### src/rtl/sfp_link_pkg.sv
// ---------------------------------------------------------------------------
// sfp_link_pkg
// Constants and types shared by the SFP serial link transmit and receive
// sides.
//   FRAME_DATA_BITS : data bits per frame (LSB first)
//   LINE_IDLE       : level of an idle line
//   START_BIT       : level of the start bit
//   STOP_BIT        : level of the stop bit
//   rx_state_t      : receive FSM states
// ---------------------------------------------------------------------------
package sfp_link_pkg;

   localparam int   FRAME_DATA_BITS = 8;
   localparam logic LINE_IDLE       = 1'b1;
   localparam logic START_BIT       = 1'b0;
   localparam logic STOP_BIT        = 1'b1;

   typedef enum logic [2:0] {
      IDLE  = 3'd0,
      START = 3'd1,
      DATA  = 3'd2,
      STOP  = 3'd3,
      BREAK = 3'd4
   } rx_state_t;

endpackage

### src/rtl/bit_sync.sv
// ---------------------------------------------------------------------------
// bit_sync
// Multi-flop synchronizer for a single asynchronous input. Every stage
// resets to 1 so that an idle-high line does not look like a falling edge
// when reset is released.
//   clk     : destination clock
//   rst     : asynchronous active-high reset
//   i_async : asynchronous input
//   o_sync  : synchronized copy, STAGES cycles late
// ---------------------------------------------------------------------------
module bit_sync #(
   parameter int STAGES = 2
) (
   input  logic clk,
   input  logic rst,
   input  logic i_async,
   output logic o_sync
);

   logic [STAGES-1:0] r_sync;

   always_ff @(posedge clk or posedge rst) begin
      if (rst) begin
         r_sync <= '1;
      end else begin
         r_sync <= {r_sync[STAGES-2:0], i_async};
      end
   end

   assign o_sync = r_sync[STAGES-1];

endmodule

### src/rtl/sfp_serial_rx.sv
// ---------------------------------------------------------------------------
// sfp_serial_rx
// Receives 8-bit switch frames (start 0, 8 data bits LSB first, stop 1)
// from the SFP receive line by oversampling in the fabric clock domain.
// Good bytes are presented on data_out and mirrored on led_out; a stop bit
// sampled low raises a single frame_err pulse.
//   clk        : fabric clock
//   rst        : asynchronous active-high reset
//   sfp_rx     : asynchronous serial line, idle high
//   data_out   : last good byte
//   data_valid : one-cycle pulse when data_out updates
//   frame_err  : one-cycle pulse when the stop bit samples 0
//   busy       : high whenever the receiver is not idle
//   led_out    : registered copy of data_out for the LEDs
// CLKS_PER_BIT must be >= 4 and SYNC_STAGES >= 2.
// ---------------------------------------------------------------------------
module sfp_serial_rx
   import sfp_link_pkg::*;
#(
   parameter int CLKS_PER_BIT = 868,
   parameter int SYNC_STAGES  = 2
) (
   input  logic       clk,
   input  logic       rst,
   input  logic       sfp_rx,
   output logic [7:0] data_out,
   output logic       data_valid,
   output logic       frame_err,
   output logic       busy,
   output logic [7:0] led_out
);

   localparam int TICK_W = $clog2(CLKS_PER_BIT);
   localparam int HALF   = CLKS_PER_BIT / 2;
   localparam int IDX_W  = $clog2(FRAME_DATA_BITS);

   localparam logic [TICK_W-1:0] HALF_LAST    = TICK_W'(HALF - 1);
   localparam logic [TICK_W-1:0] BIT_LAST     = TICK_W'(CLKS_PER_BIT - 1);
   localparam logic [IDX_W-1:0]  LAST_BIT_IDX = IDX_W'(FRAME_DATA_BITS - 1);

   logic w_rx_s;

   rx_state_t                  r_state;
   logic [TICK_W-1:0]          r_tick;
   logic [IDX_W-1:0]           r_bit_idx;
   logic [FRAME_DATA_BITS-1:0] r_shift;
   logic [7:0]                 r_data;
   logic [7:0]                 r_led;
   logic                       r_valid;
   logic                       r_ferr;
   logic                       r_busy;

   bit_sync #(
      .STAGES (SYNC_STAGES)
   ) u_sync (
      .clk     (clk),
      .rst     (rst),
      .i_async (sfp_rx),
      .o_sync  (w_rx_s)
   );

   always_ff @(posedge clk or posedge rst) begin
      if (rst) begin
         r_state   <= IDLE;
         r_tick    <= '0;
         r_bit_idx <= '0;
         r_shift   <= '0;
         r_data    <= '0;
         r_led     <= '0;
         r_valid   <= 1'b0;
         r_ferr    <= 1'b0;
         r_busy    <= 1'b0;
      end else begin
         // Pulses last exactly one cycle unless re-asserted below.
         r_valid <= 1'b0;
         r_ferr  <= 1'b0;

         unique case (r_state)
            IDLE: begin
               if (w_rx_s == START_BIT) begin
                  r_state <= START;
                  r_tick  <= '0;
                  r_busy  <= 1'b1;
               end
            end

            START: begin
               // Re-check at mid start bit so short glitches are rejected.
               if (r_tick == HALF_LAST) begin
                  if (w_rx_s == START_BIT) begin
                     r_state   <= DATA;
                     r_tick    <= '0;
                     r_bit_idx <= '0;
                  end else begin
                     r_state <= IDLE;
                     r_busy  <= 1'b0;
                  end
               end else begin
                  r_tick <= r_tick + TICK_W'(1);
               end
            end

            DATA: begin
               // Counting a full bit from mid start bit lands on mid data bit.
               if (r_tick == BIT_LAST) begin
                  r_tick             <= '0;
                  r_shift[r_bit_idx] <= w_rx_s;
                  if (r_bit_idx == LAST_BIT_IDX) begin
                     r_state <= STOP;
                  end else begin
                     r_bit_idx <= r_bit_idx + IDX_W'(1);
                  end
               end else begin
                  r_tick <= r_tick + TICK_W'(1);
               end
            end

            STOP: begin
               if (r_tick == BIT_LAST) begin
                  r_tick <= '0;
                  if (w_rx_s == STOP_BIT) begin
                     // Back to IDLE at mid stop bit, leaving half a bit of
                     // margin for a start bit that follows immediately.
                     r_data  <= r_shift;
                     r_led   <= r_shift;
                     r_valid <= 1'b1;
                     r_state <= IDLE;
                     r_busy  <= 1'b0;
                  end else begin
                     r_ferr  <= 1'b1;
                     r_state <= BREAK;
                  end
               end else begin
                  r_tick <= r_tick + TICK_W'(1);
               end
            end

            BREAK: begin
               // A held-low line must not be mistaken for new start bits.
               if (w_rx_s == LINE_IDLE) begin
                  r_state <= IDLE;
                  r_busy  <= 1'b0;
               end
            end

            default: begin
               r_state <= IDLE;
               r_busy  <= 1'b0;
            end
         endcase
      end
   end

   assign data_out   = r_data;
   assign led_out    = r_led;
   assign data_valid = r_valid;
   assign frame_err  = r_ferr;
   assign busy       = r_busy;

endmodule

### config.mk
export PLATFORM = sky130hd
export DESIGN_NAME = sfp_serial_rx
export DESIGN_NICKNAME = d
export VERILOG_FILES = /design/src/rtl/sfp_link_pkg.sv /design/src/rtl/bit_sync.sv /design/src/rtl/sfp_serial_rx.sv
export SDC_FILE = /design/constraint.sdc
export NUM_CORES = 1
export LEC_CHECK = 0
export CAP_MARGIN = 20
export CORE_MARGIN = 1.5
export CORE_UTILIZATION = 56
export CTS_CLUSTER_SIZE = 8
export DETAILED_ROUTE_END_ITERATION = 8
export PLACE_DENSITY = 0.79
export SETUP_SLACK_MARGIN = 0.3
export SLEW_MARGIN = 20
export SYNTH_ARGS = -nofsm -noshare
export SYNTH_HDL_FRONTEND = slang
export SYNTH_SLANG_ARGS = --single-unit
### constraint.sdc
create_clock -name clk -period 2.23 [get_ports clk]
set_input_delay 0.223 -clock clk [delete_from_list [all_inputs] [get_ports clk]]
set_output_delay 0.223 -clock clk [all_outputs]
set_load 0.03 [all_outputs]
==> out/results.tsv, run 1 <==
stage	metric	value	unit
synthesis	yosysUniqueCellTypes	56	
global_routing	antenna_found_initial	0	
layout	register_area	932	µm²
critical_path	path_max_fanout	9	
pwr	peakVddDrop	363	µV
placed_design	dp_hpwl	2880	µm
critical_path	max_stage_delay	0.49	ns
layout	design_area	2420	µm²
clock_network	clockBufferDepth	2	
sta	period_needed	1.92	ns
pwr	p_sw	0.265	mW
layout	final_cell_mix	dfrtp_1 (32), clkdlybuf4s50_1 (21), nor2_1 (11), mux2_2 (9), buf_4 (9)	
critical_path	r2r_start	r_tick[2]$_DFFE_PP0P_	
critical_path	cp.depth	5	
job	drv_cap	0	
critical_path	crit_start	r_tick[2]$_DFFE_PP0P_	
route	ant_nets	0	
global_routing	grt_pass1_vias	1494	
critical_path	endpoint_kind	flip-flop	
route	first_pass_iters	4	
global_routing	grt_max_degree	38	
layout	fillers	254	
synthesis	ys_top_cells_by_area	dfrtp_1 (43%), mux2_4 (5.9%), mux2_2 (5.0%), buf_4 (3.3%), dfstp_2 (2.6%)	
pwr	combPwrFrac	1.6	%
synthesis	synth-edff-count	0	
synthesis	synth_seq_cells	37	
synthesis	yosys.area_share.adder	2.46	%
placed_design	placed_area	2220	µm²
synthesis	synth_largest_area_cell	dfrtp_1	
pwr	internal_power	1.03	mW
placed_design	dpl_worst_slack	0.217	ns
synthesis	synth_area	2030	µm²
synthesis	netlist.area_leader.share	43.1	%
synthesis	synth-simple-area-share	19.9	%
synthesis	ys_async_sr_fraction	100	%
synthesis	yosysWarnings	0	
critical_path	worst-path-buf-inv	1	
pwr	power.density	537	nW/µm²
pwr	finalPower	1.30	mW
layout	layout_commonest_cell	dfrtp_1	
synthesis	synth-compound-area-share	13.0	%
clock_network	cts_hold_buf	0	
floorplan	die_area	4000	µm²
clock_network	cts_tree	yes	
route	viasPerCell	6.08	
floorplan	dieHeight	63.3	µm
critical_path	reg2reg_to	r_shift[0]$_DFFE_PP0P_	
clock_network	cts_max_level	2	
pwr	seqPwrFrac	52.3	%
sta	setup_viol	0	
route	drc	0	
clock_network	clock_sinks	37	
clock_network	clock_latency	0.36	ns
critical_path	worst_path_max_delay_cell	dfrtp_2	
global_routing	grt.total_usage	22.9	%
synthesis	syn_nets	188	
route	wl	4220	µm
sta	rsz0062_at_grt	yes	
critical_path	r2r_cells	5	
worst_hold_path	min_path_type	in -> async	
synthesis	syn_area_per_cell	11.2	µm²
outcome	run_status	complete, no violations	
critical_path	cp-endpoint	r_shift[0]$_DFFE_PP0P_	
synthesis	synth-main-ff-cell	dfrtp_1	
critical_path	critPathKind	reg -> reg	
sta	fin_ws	0.310	ns
global_routing	gr-total-overflow	0	
layout	utilization	70.8	%
layout	area_growth	18.8	%
synthesis	syn-instance-count	181	
clock_network	clockRootBuffer	clkbuf_4	
synthesis	yosysSeqAreaShare	45.6	%
critical_path	r2r_slack	0.31	ns
sta	clock_skew	0.00990	ns
sta	max_slew_margin	69.3	%
critical_path	cp_top_family	simple AND/OR/NAND/NOR gates	
sta	fin_tns_setup	0	ns
clock_network	clkSlewWorstSetupHoldPaths	0.13	ns
layout	final_cells	251	
pwr	p_leak	1.04	nW
sta	slew_violations	0	
synthesis	muxShareOfSynthArea	11.9	%
pwr	clkPwrFrac	46.1	%
placed_design	numPortBuffers	21	
critical_path	crit_arrival	2.17	ns
layout	antenna_cells	0	
clock_network	cts_made_buffers	5	
route	drt_iter0_drc	66	
floorplan	fp.dieW	63.3	µm
sta	holdWs	0.254	ns
critical_path	path_cells	nor3b_4 -> buf_4 -> nand3_4 -> nor4_1 -> mux2_2	
layout	drive_gt1_share	27.3	%
sta	hold_viol_final	0	
critical_path	crit_required	2.48	ns
layout	final_nets	211	
critical_path	startpoint_type	flip-flop	
floorplan	io_pins	22	
placed_design	dp_cells	238	
floorplan	start_util	59.6	%
layout	multi_input_area	1020	µm²
sta	tightest_slew	0.460	ns
synthesis	yosys.area_share.xor_xnor	0.431	%
global_routing	grt_pass1_wl	7110	µm
pwr	swShare	20.4	%
placed_design	place.gp.congestion	0.917	
route	wire_per_inst	16.8	µm
route	vias	1525	
sta	fin_crit_sh	86.1	%
synthesis	synth_top_family_by_area	simple AND/OR/NAND/NOR gates	
sta	fmax	521	MHz
floorplan	core_area	3420	µm²
floorplan	num_rows	21	
-- kinds of logic (layout without fill, tap and decap cells) --
| kind of cell | Yosys count | count (layout) |
|---|---|---|
| AND/OR/NAND/NOR | 64 | 65 |
| flip-flops | 37 | 37 |
| AO/OA/AOI/OAI | 36 | 36 |
| buffers and inverters | 20 | 43 |
| multiplexers | 19 | 19 |
| adder cells (fa/ha/maj) | 4 | 4 |
| XOR/XNOR | 1 | 1 |
-- cells in the mapped netlist, types with 4 or more instances --
cell / number
a21oi_1: 5
dfrtp_1: 35
mux2_2: 9
a31oi_1: 5
nor3_1: 8
mux2_4: 8
buf_4: 9
ha_1: 4
nand3_1: 6
inv_1: 5
nand2_1: 6
nand2b_1: 5
nor2_1: 11
-- state kept, by name (all words and copies together), names as in the netlist, 2 cells and up --
signal         cells
r_state            3
r_bit_idx          3
led_out            8
r_shift            8
r_tick            10
u_sync.r_sync      2
-- per-layer routing --
layer	track usage [%]	wire (µm)	vias up
li1	-	-	723
met1	27.1	1730	755
met2	39.4	2240	38
met3	5.71	163	9
met4	10.6	79	0
met5	0	0	-
-- worst min-delay path by stage --
stage	from	end	slack (ns)
6_report	rst	r_shift[6]$_DFFE_PP0P_	0.25
5_1_grt	sfp_rx	u_sync.r_sync[0]$_DFF_PP1_	0.26
4_1_cts	sfp_rx	u_sync.r_sync[0]$_DFF_PP1_	0.26
3_5_place_dp	u_sync.r_sync[0]$_DFF_PP1_	u_sync.r_sync[1]$_DFF_PP1_	0.35
3_3_place_gp	u_sync.r_sync[0]$_DFF_PP1_	u_sync.r_sync[1]$_DFF_PP1_	0.35
2_1_floorplan	sfp_rx	u_sync.r_sync[0]$_DFF_PP1_	0.23
-- worst reg2reg max path: cells and delay by family, from the launching register on --
kind,cells,cell delay (ns)
buf+inv,1,0.20
simple gates,3,0.77
flops,1,0.49
mux,1,0.37
-- power by group through the flow --
stage               clock [mW]  combinational [mW]  sequential [mW]
CTS                      0.606              0.0209            0.679
finish                   0.599              0.0202            0.679
global route             0.634              0.0238            0.680
floorplan                    0              0.0138            0.688
detailed placement           0              0.0207            0.691
global placement             0              0.0201            0.691
-- cell type report --
type	count	area share [%]
Inverter	5	0.776
Tap cell	46	2.38
Timing Repair Buffer	30	11.5
Multi-Input combinational cell	125	42.4
Sequential cell	37	38.6
Clock inverter	3	2.85
Clock buffer	5	1.55
-- timing repair --
action,4_1_cts,5_1_grt
endpoints found under the setup margin,15,19
setup buffers,0,4
cloned,0,1
gates resized for setup,5,7
pin swaps,1,2
Power figures use the tool's default switching activity.
==> run 2: changes to the inputs <==
--- a/config.mk
+++ b/config.mk
@@ -5,12 +5,14 @@
 export SDC_FILE = /design/constraint.sdc
 export NUM_CORES = 1
 export LEC_CHECK = 0
+export ABC_AREA = 1
 export CAP_MARGIN = 20
 export CORE_MARGIN = 1.5
 export CORE_UTILIZATION = 56
 export CTS_CLUSTER_SIZE = 8
 export DETAILED_ROUTE_END_ITERATION = 8
 export PLACE_DENSITY = 0.79
+export REMOVE_ABC_BUFFERS = 1
 export SETUP_SLACK_MARGIN = 0.3
 export SLEW_MARGIN = 20
 export SYNTH_ARGS = -nofsm -noshare
==> run 2 against run 1 <==
Setup slack gained 0.18 ns. Hold slack gained 0.087 ns. Critical path type unchanged. Synthesized area grew 1.8%.
==> out/results.tsv, run 2 <==
stage	metric	value	unit	change
layout	largest_register	r_tick		unchanged
floorplan	dieHeight	63.8	µm	was 63.3 µm
global_routing	antenna_found_initial	0		unchanged
synthesis	ys_top_cells_by_area	dfrtp_1 (42%), nand2_1 (17%), nand3_1 (6.0%), inv_1 (4.0%), nor2_1 (3.6%)		was dfrtp_1 (43%), mux2_4 (5.9%), mux2_2 (5.0%), buf_4 (3.3%), dfstp_2 (2.6%)
synthesis	yosysSeqAreaShare	44.8	%	was 45.6%
route	viasPerCell	5.19		was 6.08
sta	max_slew_margin	69.2	%	was 69.3%
clock_network	cts_hold_buf	0		unchanged
synthesis	synth_top_family_by_area	simple AND/OR/NAND/NOR gates		unchanged
clock_network	clockBufferDepth	2		unchanged
critical_path	startpoint_type	flip-flop		unchanged
floorplan	die_area	4070	µm²	was 4000 µm²
layout	area_growth	14.2	%	was 18.8%
sta	tightest_slew	0.463	ns	was 0.460 ns
critical_path	crit_arrival	1.96	ns	was 2.17 ns
placed_design	dp_hpwl	2970	µm	was 2880 µm
synthesis	synth_seq_cells	37		unchanged
route	ant_nets	0		unchanged
route	drc	0		unchanged
critical_path	crit_required	2.45	ns	was 2.48 ns
layout	layout_commonest_cell	nand2_1		was dfrtp_1
clock_network	clockRootBuffer	clkbuf_8		was clkbuf_4
synthesis	ys_async_sr_fraction	100	%	unchanged
synthesis	yosysWarnings	0		unchanged
placed_design	numPortBuffers	21		unchanged
route	first_pass_iters	5		was 4
critical_path	crit_top_cell	nand2_1		
global_routing	grt_max_degree	38		unchanged
global_routing	grt.total_usage	22.0	%	was 22.9%
sta	fin_crit_sh	78.1	%	was 86.1%
clock_network	cts_made_buffers	5		unchanged
outcome	run_status	complete, no violations		unchanged
synthesis	netlist.area_leader.share	42.3	%	was 43.1%
synthesis	synth_area	2070	µm²	was 2030 µm²
synthesis	yosysUniqueCellTypes	30		was 56
pwr	finalPower	1.15	mW	was 1.30 mW
layout	final_nets	296		was 211
critical_path	max_stage_delay	0.60	ns	was 0.49 ns
synthesis	synth-simple-area-share	36.4	%	was 19.9%
sta	clock_skew	0.00695	ns	was 0.00990 ns
pwr	power.density	485	nW/µm²	was 537 nW/µm²
job	drv_cap	0		unchanged
synthesis	synth-compound-area-share	6.28	%	was 13.0%
synthesis	synth_largest_area_cell	dfrtp_1		unchanged
sta	fin_tns_setup	0	ns	unchanged
synthesis	synth-edff-count	0		unchanged
critical_path	worst_path_max_delay_cell	dfstp_2		was dfrtp_2
sta	setup_viol	0		unchanged
route	wire_per_inst	11.8	µm	was 16.8 µm
clock_network	cts_max_level	2		unchanged
route	drt_iter0_drc	109		was 66
pwr	p_leak	1.21	nW	was 1.04 nW
floorplan	io_pins	22		unchanged
route	wl	3970	µm	was 4220 µm
clock_network	postCtsSetupBuffers	0		unchanged
sta	hold_viol_final	0		unchanged
synthesis	syn_area_per_cell	7.67	µm²	was 11.2 µm²
global_routing	grt_pass1_wl	7040	µm	was 7110 µm
sta	slew_violations	0		unchanged
clock_network	clkSlewWorstSetupHoldPaths	0.07	ns	was 0.13 ns
layout	drive_gt1_share	12.4	%	was 27.3%
sta	period_needed	1.74	ns	was 1.92 ns
layout	fillers	287		was 254
placed_design	place.gp.congestion	0.924		was 0.917
global_routing	gr-total-overflow	0		unchanged
synthesis	yosys.area_share.xor_xnor	1.27	%	was 0.431%
clock_network	clock_latency	0.29	ns	was 0.36 ns
pwr	peakVddDrop	293	µV	was 363 µV
synthesis	synth_common_cells	nand2_1 (96), dfrtp_1 (35), nand3_1 (25)		was dfrtp_1 (35), nor2_1 (11), buf_4 (9), mux2_2 (9)
synthesis	muxShareOfSynthArea	0	%	was 11.9%
layout	largest_reg_flops	10		unchanged
critical_path	endpoint_kind	flip-flop		unchanged
sta	fmax	575	MHz	was 521 MHz
synthesis	syn-instance-count	270		was 181
global_routing	grt_pass1_vias	1571		was 1,494
synthesis	synth-main-ff-cell	dfrtp_1		unchanged
clock_network	cts_tree	yes		unchanged
clock_network	cts_resized	0		was 5
layout	final_cell_mix	nand2_1 (96), dfrtp_1 (35), nand3_1 (25), inv_1 (22), clkdlybuf4s50_1 (21)		was dfrtp_1 (32), clkdlybuf4s50_1 (21), nor2_1 (11), mux2_2 (9), buf_4 (9)
synthesis	yosys.area_share.adder	2.42	%	was 2.46%
sta	rsz0062_at_grt	no		was yes
layout	antenna_cells	0		unchanged
synthesis	synth_most_common_cell	nand2_1		was dfrtp_1
layout	utilization	68.7	%	was 70.8%
clock_network	clock_sinks	37		unchanged
critical_path	path_max_fanout	12		was 9
floorplan	fp.dieW	63.8	µm	was 63.3 µm
floorplan	start_util	60.2	%	was 59.6%
floorplan	core_area	3440	µm²	was 3420 µm²
critical_path	critPathKind	reg -> reg		unchanged
critical_path	path_cells	inv_1 -> nor2_1 -> nand4_4 -> inv_2 -> nand2_1 -> nand2_1		was nor3b_4 -> buf_4 -> nand3_4 -> nor4_1 -> mux2_2
route	vias	1743		was 1,525
floorplan	num_rows	21		unchanged
worst_hold_path	min_path_type	in -> reg		was in -> async
[run 2: cell families after synthesis]
group | count (synthesis)
fa+ha+maj | 4
xor+xnor | 3
simple gates | 164
compound gates | 22
flops | 37
buf+inv | 40
[run 2: path summary, 6_finish.rpt]
check | from | endpoint | slack, ns | cells after the start
setup / recovery | u_sync.r_sync[1]$_DFF_PP1_ | led_out[2]$_DFFE_PP0P_ | 0.49 | 6
hold / removal | sfp_rx | u_sync.r_sync[0]$_DFF_PP1_ | 0.34 | 1
setup reg to reg | u_sync.r_sync[1]$_DFF_PP1_ | led_out[2]$_DFFE_PP0P_ | 0.49 | 6
hold reg to reg | u_sync.r_sync[0]$_DFF_PP1_ | u_sync.r_sync[1]$_DFF_PP1_ | 0.36 | 0
max in group asynchronous | rst | u_sync.r_sync[1]$_DFF_PP1_ | 1.52 | 3
min in group asynchronous | rst | led_out[4]$_DFFE_PP0P_ | 0.36 | 3
[run 2: final cells by class]
type                    count  area [µm²]  share of cell area (%)
well taps                  46        57.6                    2.43
repair buffers             22         218                    9.21
multi-input cells         193         961                    40.6
flip-flops and latches     37         928                    39.3
clock buffers               5        68.8                    2.91
clock inverters             3        17.5                   0.741
inverters                  30         114                    4.81
[run 2: per-stage QoR]
| stage | hold WS, ns | cell area, µm² | instances | setup slack, ns |
|---|---|---|---|---|
| 6_report | 0.341 | 2360 | 336 | 0.489 |
| 5_1_grt | 0.344 | 2360 | 336 | 0.332 |
| 4_1_cts | 0.343 | 2360 | 336 | 0.472 |
| 3_5_place_dp | 0.349 | 2280 | 328 | 0.498 |
| 3_3_place_gp | 0.347 | 2280 | 328 | 0.487 |
| 2_1_floorplan | 0.227 | 2000 | 260 | 0.777 |
[run 2: power breakdown]
| group | internal [mW] | switching, mW | total [mW] |
|---|---|---|---|
| registers | 0.674 | 0.00221 | 0.676 |
| clock network | 0.215 | 0.226 | 0.441 |
| logic | 0.00699 | 0.0212 | 0.0282 |
[run 2: worst max-delay path, delay by kind of cell (launching register included)]
| family | cells | cell delay [ns] |
|---|---|---|
| buffers and inverters | 2 | 0.40 |
| flip-flops | 1 | 0.60 |
| AND/OR/NAND/NOR | 4 | 0.67 |
[run 2: routing by layer]
layer / vias to the layer above / share of wire (%) / global-route usage (%)
met5: - / 0 / 0
met4: 0 / 0.91 / 7.34
met3: 4 / 5.4 / 4.23
met2: 55 / 44 / 32.6
met1: 795 / 50 / 32.5
li1: 889 / - / -
==> run 3: changes to the inputs <==
==> constraint.sdc (replaced) <==
create_clock -name clk -period 1.8 [get_ports clk]
set_input_delay 0.18 -clock clk [delete_from_list [all_inputs] [get_ports clk]]
set_output_delay 0.18 -clock clk [all_outputs]
set_load 0.03 [all_outputs]
==> run 3 against run 2 <==
Utilization is 14 points higher. Clock skew rose by 0.00053 ns. Clock-buffer cell count is the same. Sequential share of layout area fell by 6.0 points. Global-route usage grew 3.5 points. Setup slack worse by 0.31 ns. First-iteration DRC count grew 97%. Total power is 27% higher. Critical endpoint is now led_out[7]$_DFFE_PP0P_. Largest power group unchanged.
==> out/results.tsv, run 3 (synthesis results as in run 2) <==
stage	metric	value	unit	change
critical_path	endpoint_kind	flip-flop		unchanged
layout	area_growth	36.9	%	was 14.2%
sta	fmax	619	MHz	was 575 MHz
floorplan	die_area	4070	µm²	unchanged
layout	drive_gt1_share	34.7	%	was 12.4%
sta	rsz0062_at_grt	yes		was no
route	drt_iter0_drc	215		was 109
layout	fillers	182		was 287
sta	period_needed	1.62	ns	was 1.74 ns
sta	holdWs	0.237	ns	was 0.341 ns
layout	final_cells	363		was 336
global_routing	antenna_found_initial	0		unchanged
placed_design	numPortBuffers	21		unchanged
critical_path	path_max_fanout	7		was 12
global_routing	grt_pass1_wl	7990	µm	was 7040 µm
layout	design_area	2830	µm²	was 2360 µm²
clock_network	cts_hold_buf	0		unchanged
clock_network	cts_tree	yes		unchanged
route	wire_per_inst	16.2	µm	was 11.8 µm
route	wl	5870	µm	was 3970 µm
sta	fin_tns_setup	0	ns	unchanged
placed_design	dp_cells	330		was 328
layout	largest_reg_flops	10		unchanged
critical_path	r2r_slack	0.18	ns	was 0.49 ns
route	ant_nets	0		unchanged
layout	antenna_cells	0		unchanged
floorplan	io_pins	22		unchanged
layout	final_cell_mix	nand2_1 (82), dfrtp_1 (24), buf_4 (20), inv_1 (19), nand3_1 (18)		was nand2_1 (96), dfrtp_1 (35), nand3_1 (25), inv_1 (22), clkdlybuf4s50_1 (21)
clock_network	clockRootBuffer	clkbuf_8		unchanged
placed_design	dp_hpwl	2950	µm	was 2970 µm
floorplan	dieHeight	63.8	µm	unchanged
pwr	finalPower	1.45	mW	was 1.15 mW
critical_path	startpoint_type	flip-flop		unchanged
global_routing	grt.total_usage	25.5	%	was 22.0%
clock_network	cts_made_buffers	5		unchanged
layout	layout_commonest_cell	nand2_1		unchanged
critical_path	r2r_cells	9		was 6
clock_network	clkSlewWorstSetupHoldPaths	0.07	ns	about the same
outcome	run_status	complete, no violations		unchanged
worst_hold_path	min_path_type	in -> async		was in -> reg
sta	clock_skew	0.00748	ns	was 0.00695 ns
job	drv_cap	0		unchanged
critical_path	reg2reg_to	led_out[7]$_DFFE_PP0P_		was led_out[2]$_DFFE_PP0P_
clock_network	clock_latency	0.29	ns	about the same
critical_path	crit_required	2.04	ns	was 2.45 ns
floorplan	start_util	60.2	%	unchanged
sta	setup_viol	0		unchanged
pwr	power.density	512	nW/µm²	was 485 nW/µm²
route	drc	0		unchanged
sta	fin_ws	0.183	ns	was 0.489 ns
clock_network	cts_max_level	2		unchanged
layout	final_nets	323		was 296
sta	slew_violations	0		unchanged
floorplan	num_rows	21		unchanged
pwr	peakVddDrop	476	µV	was 293 µV
floorplan	fp.dieW	63.8	µm	unchanged
global_routing	grt_pass1_vias	1699		was 1,571
sta	hold_viol_final	0		unchanged
sta	fin_crit_sh	89.8	%	was 78.1%
critical_path	critPathKind	reg -> reg		unchanged
floorplan	core_area	3440	µm²	unchanged
layout	utilization	82.3	%	was 68.7%
route	viasPerCell	5.84		was 5.19
critical_path	r2r_start	r_tick[3]$_DFFE_PP0P_		was u_sync.r_sync[1]$_DFF_PP1_
sta	max_slew_margin	76.2	%	was 69.2%
clock_network	clockBufferDepth	2		unchanged
global_routing	grt_max_degree	38		unchanged
placed_design	dpl_worst_slack	0.0872	ns	was 0.498 ns
layout	largest_register	r_tick		unchanged
pwr	p_leak	1.45	nW	was 1.21 nW
critical_path	crit_arrival	1.85	ns	was 1.96 ns
route	vias	2119		was 1,743
route	first_pass_iters	6		was 5
sta	tightest_slew	0.354	ns	was 0.463 ns
placed_design	place.gp.congestion	0.885		was 0.924
placed_design	placed_area	2310	µm²	was 2280 µm²
global_routing	gr-total-overflow	0		unchanged
clock_network	clock_sinks	37		unchanged
run 3: changes by cell type in the layout (fill, tap and decap cells not counted), moves of 11 or more:
cell,change
buf_4,+19
dlygate4sd2_1,+17
dfrtp_2,+11
nand2_1,-14
dfrtp_1,-11
clkdlybuf4s50_1,-18
run 3: cell type report:
cell class | count | area (µm²) | share of cell area [%]
multi-input combinational | 195 | 1200 | 42.4
sequential | 37 | 942 | 33.2
clock inverter | 3 | 17.5 | 0.618
tap | 46 | 57.6 | 2.03
inverter | 30 | 124 | 4.37
timing repair inverter | 1 | 7.51 | 0.265
clock buffer | 5 | 68.8 | 2.43
timing repair buffer | 46 | 415 | 14.7
run 3: where the power goes:
part	internal, mW	switching [mW]
Clock	0.267	0.296
Combinational	0.0165	0.0332
Sequential	0.835	0.00214
run 3: worst max-delay path, cell delays in order (launching register included):
cell        delay [ns]
dfrtp_1           0.44
inv_2             0.10
nand2_1           0.11
nor2_2            0.20
nand2_4           0.16
inv_6             0.11
nand4_4           0.16
clkinvlp_4        0.16
nand2_1           0.06
nand2_1           0.05
run 3: timing repair:
| item | 4_1_cts | 5_1_grt |
|---|---|---|
| gates cloned | 2 | 1 |
| buffers inserted | 8 | 14 |
| pin swaps | 6 | 13 |
| setup endpoints to repair | 48 | 34 |
| resized for setup | 49 | 43 |
| hold endpoints to repair | 0 | 0 |
run 3: worst max path at each step:
stage / end / start
floorplan: r_state[1]$_DFFE_PP0P_ / u_sync.r_sync[1]$_DFF_PP1_
global route: r_shift[7]$_DFFE_PP0P_ / r_tick[3]$_DFFE_PP0P_
detailed placement: led_out[3]$_DFFE_PP0P_ / r_tick[0]$_DFFE_PP0P_
finish: led_out[7]$_DFFE_PP0P_ / r_tick[3]$_DFFE_PP0P_
CTS: r_tick[0]$_DFFE_PP0P_ / r_tick[1]$_DFFE_PP0P_
global placement: led_out[7]$_DFFE_PP0P_ / r_tick[0]$_DFFE_PP0P_
run 3: per-layer routing:
metal,share of wire (%),GRT usage (%),up-vias
li1,-,-,948
met1,39,36.6,1007
met2,50,38.7,136
met3,7.8,4.23,28
met4,3.3,9.78,0
met5,0,0,-
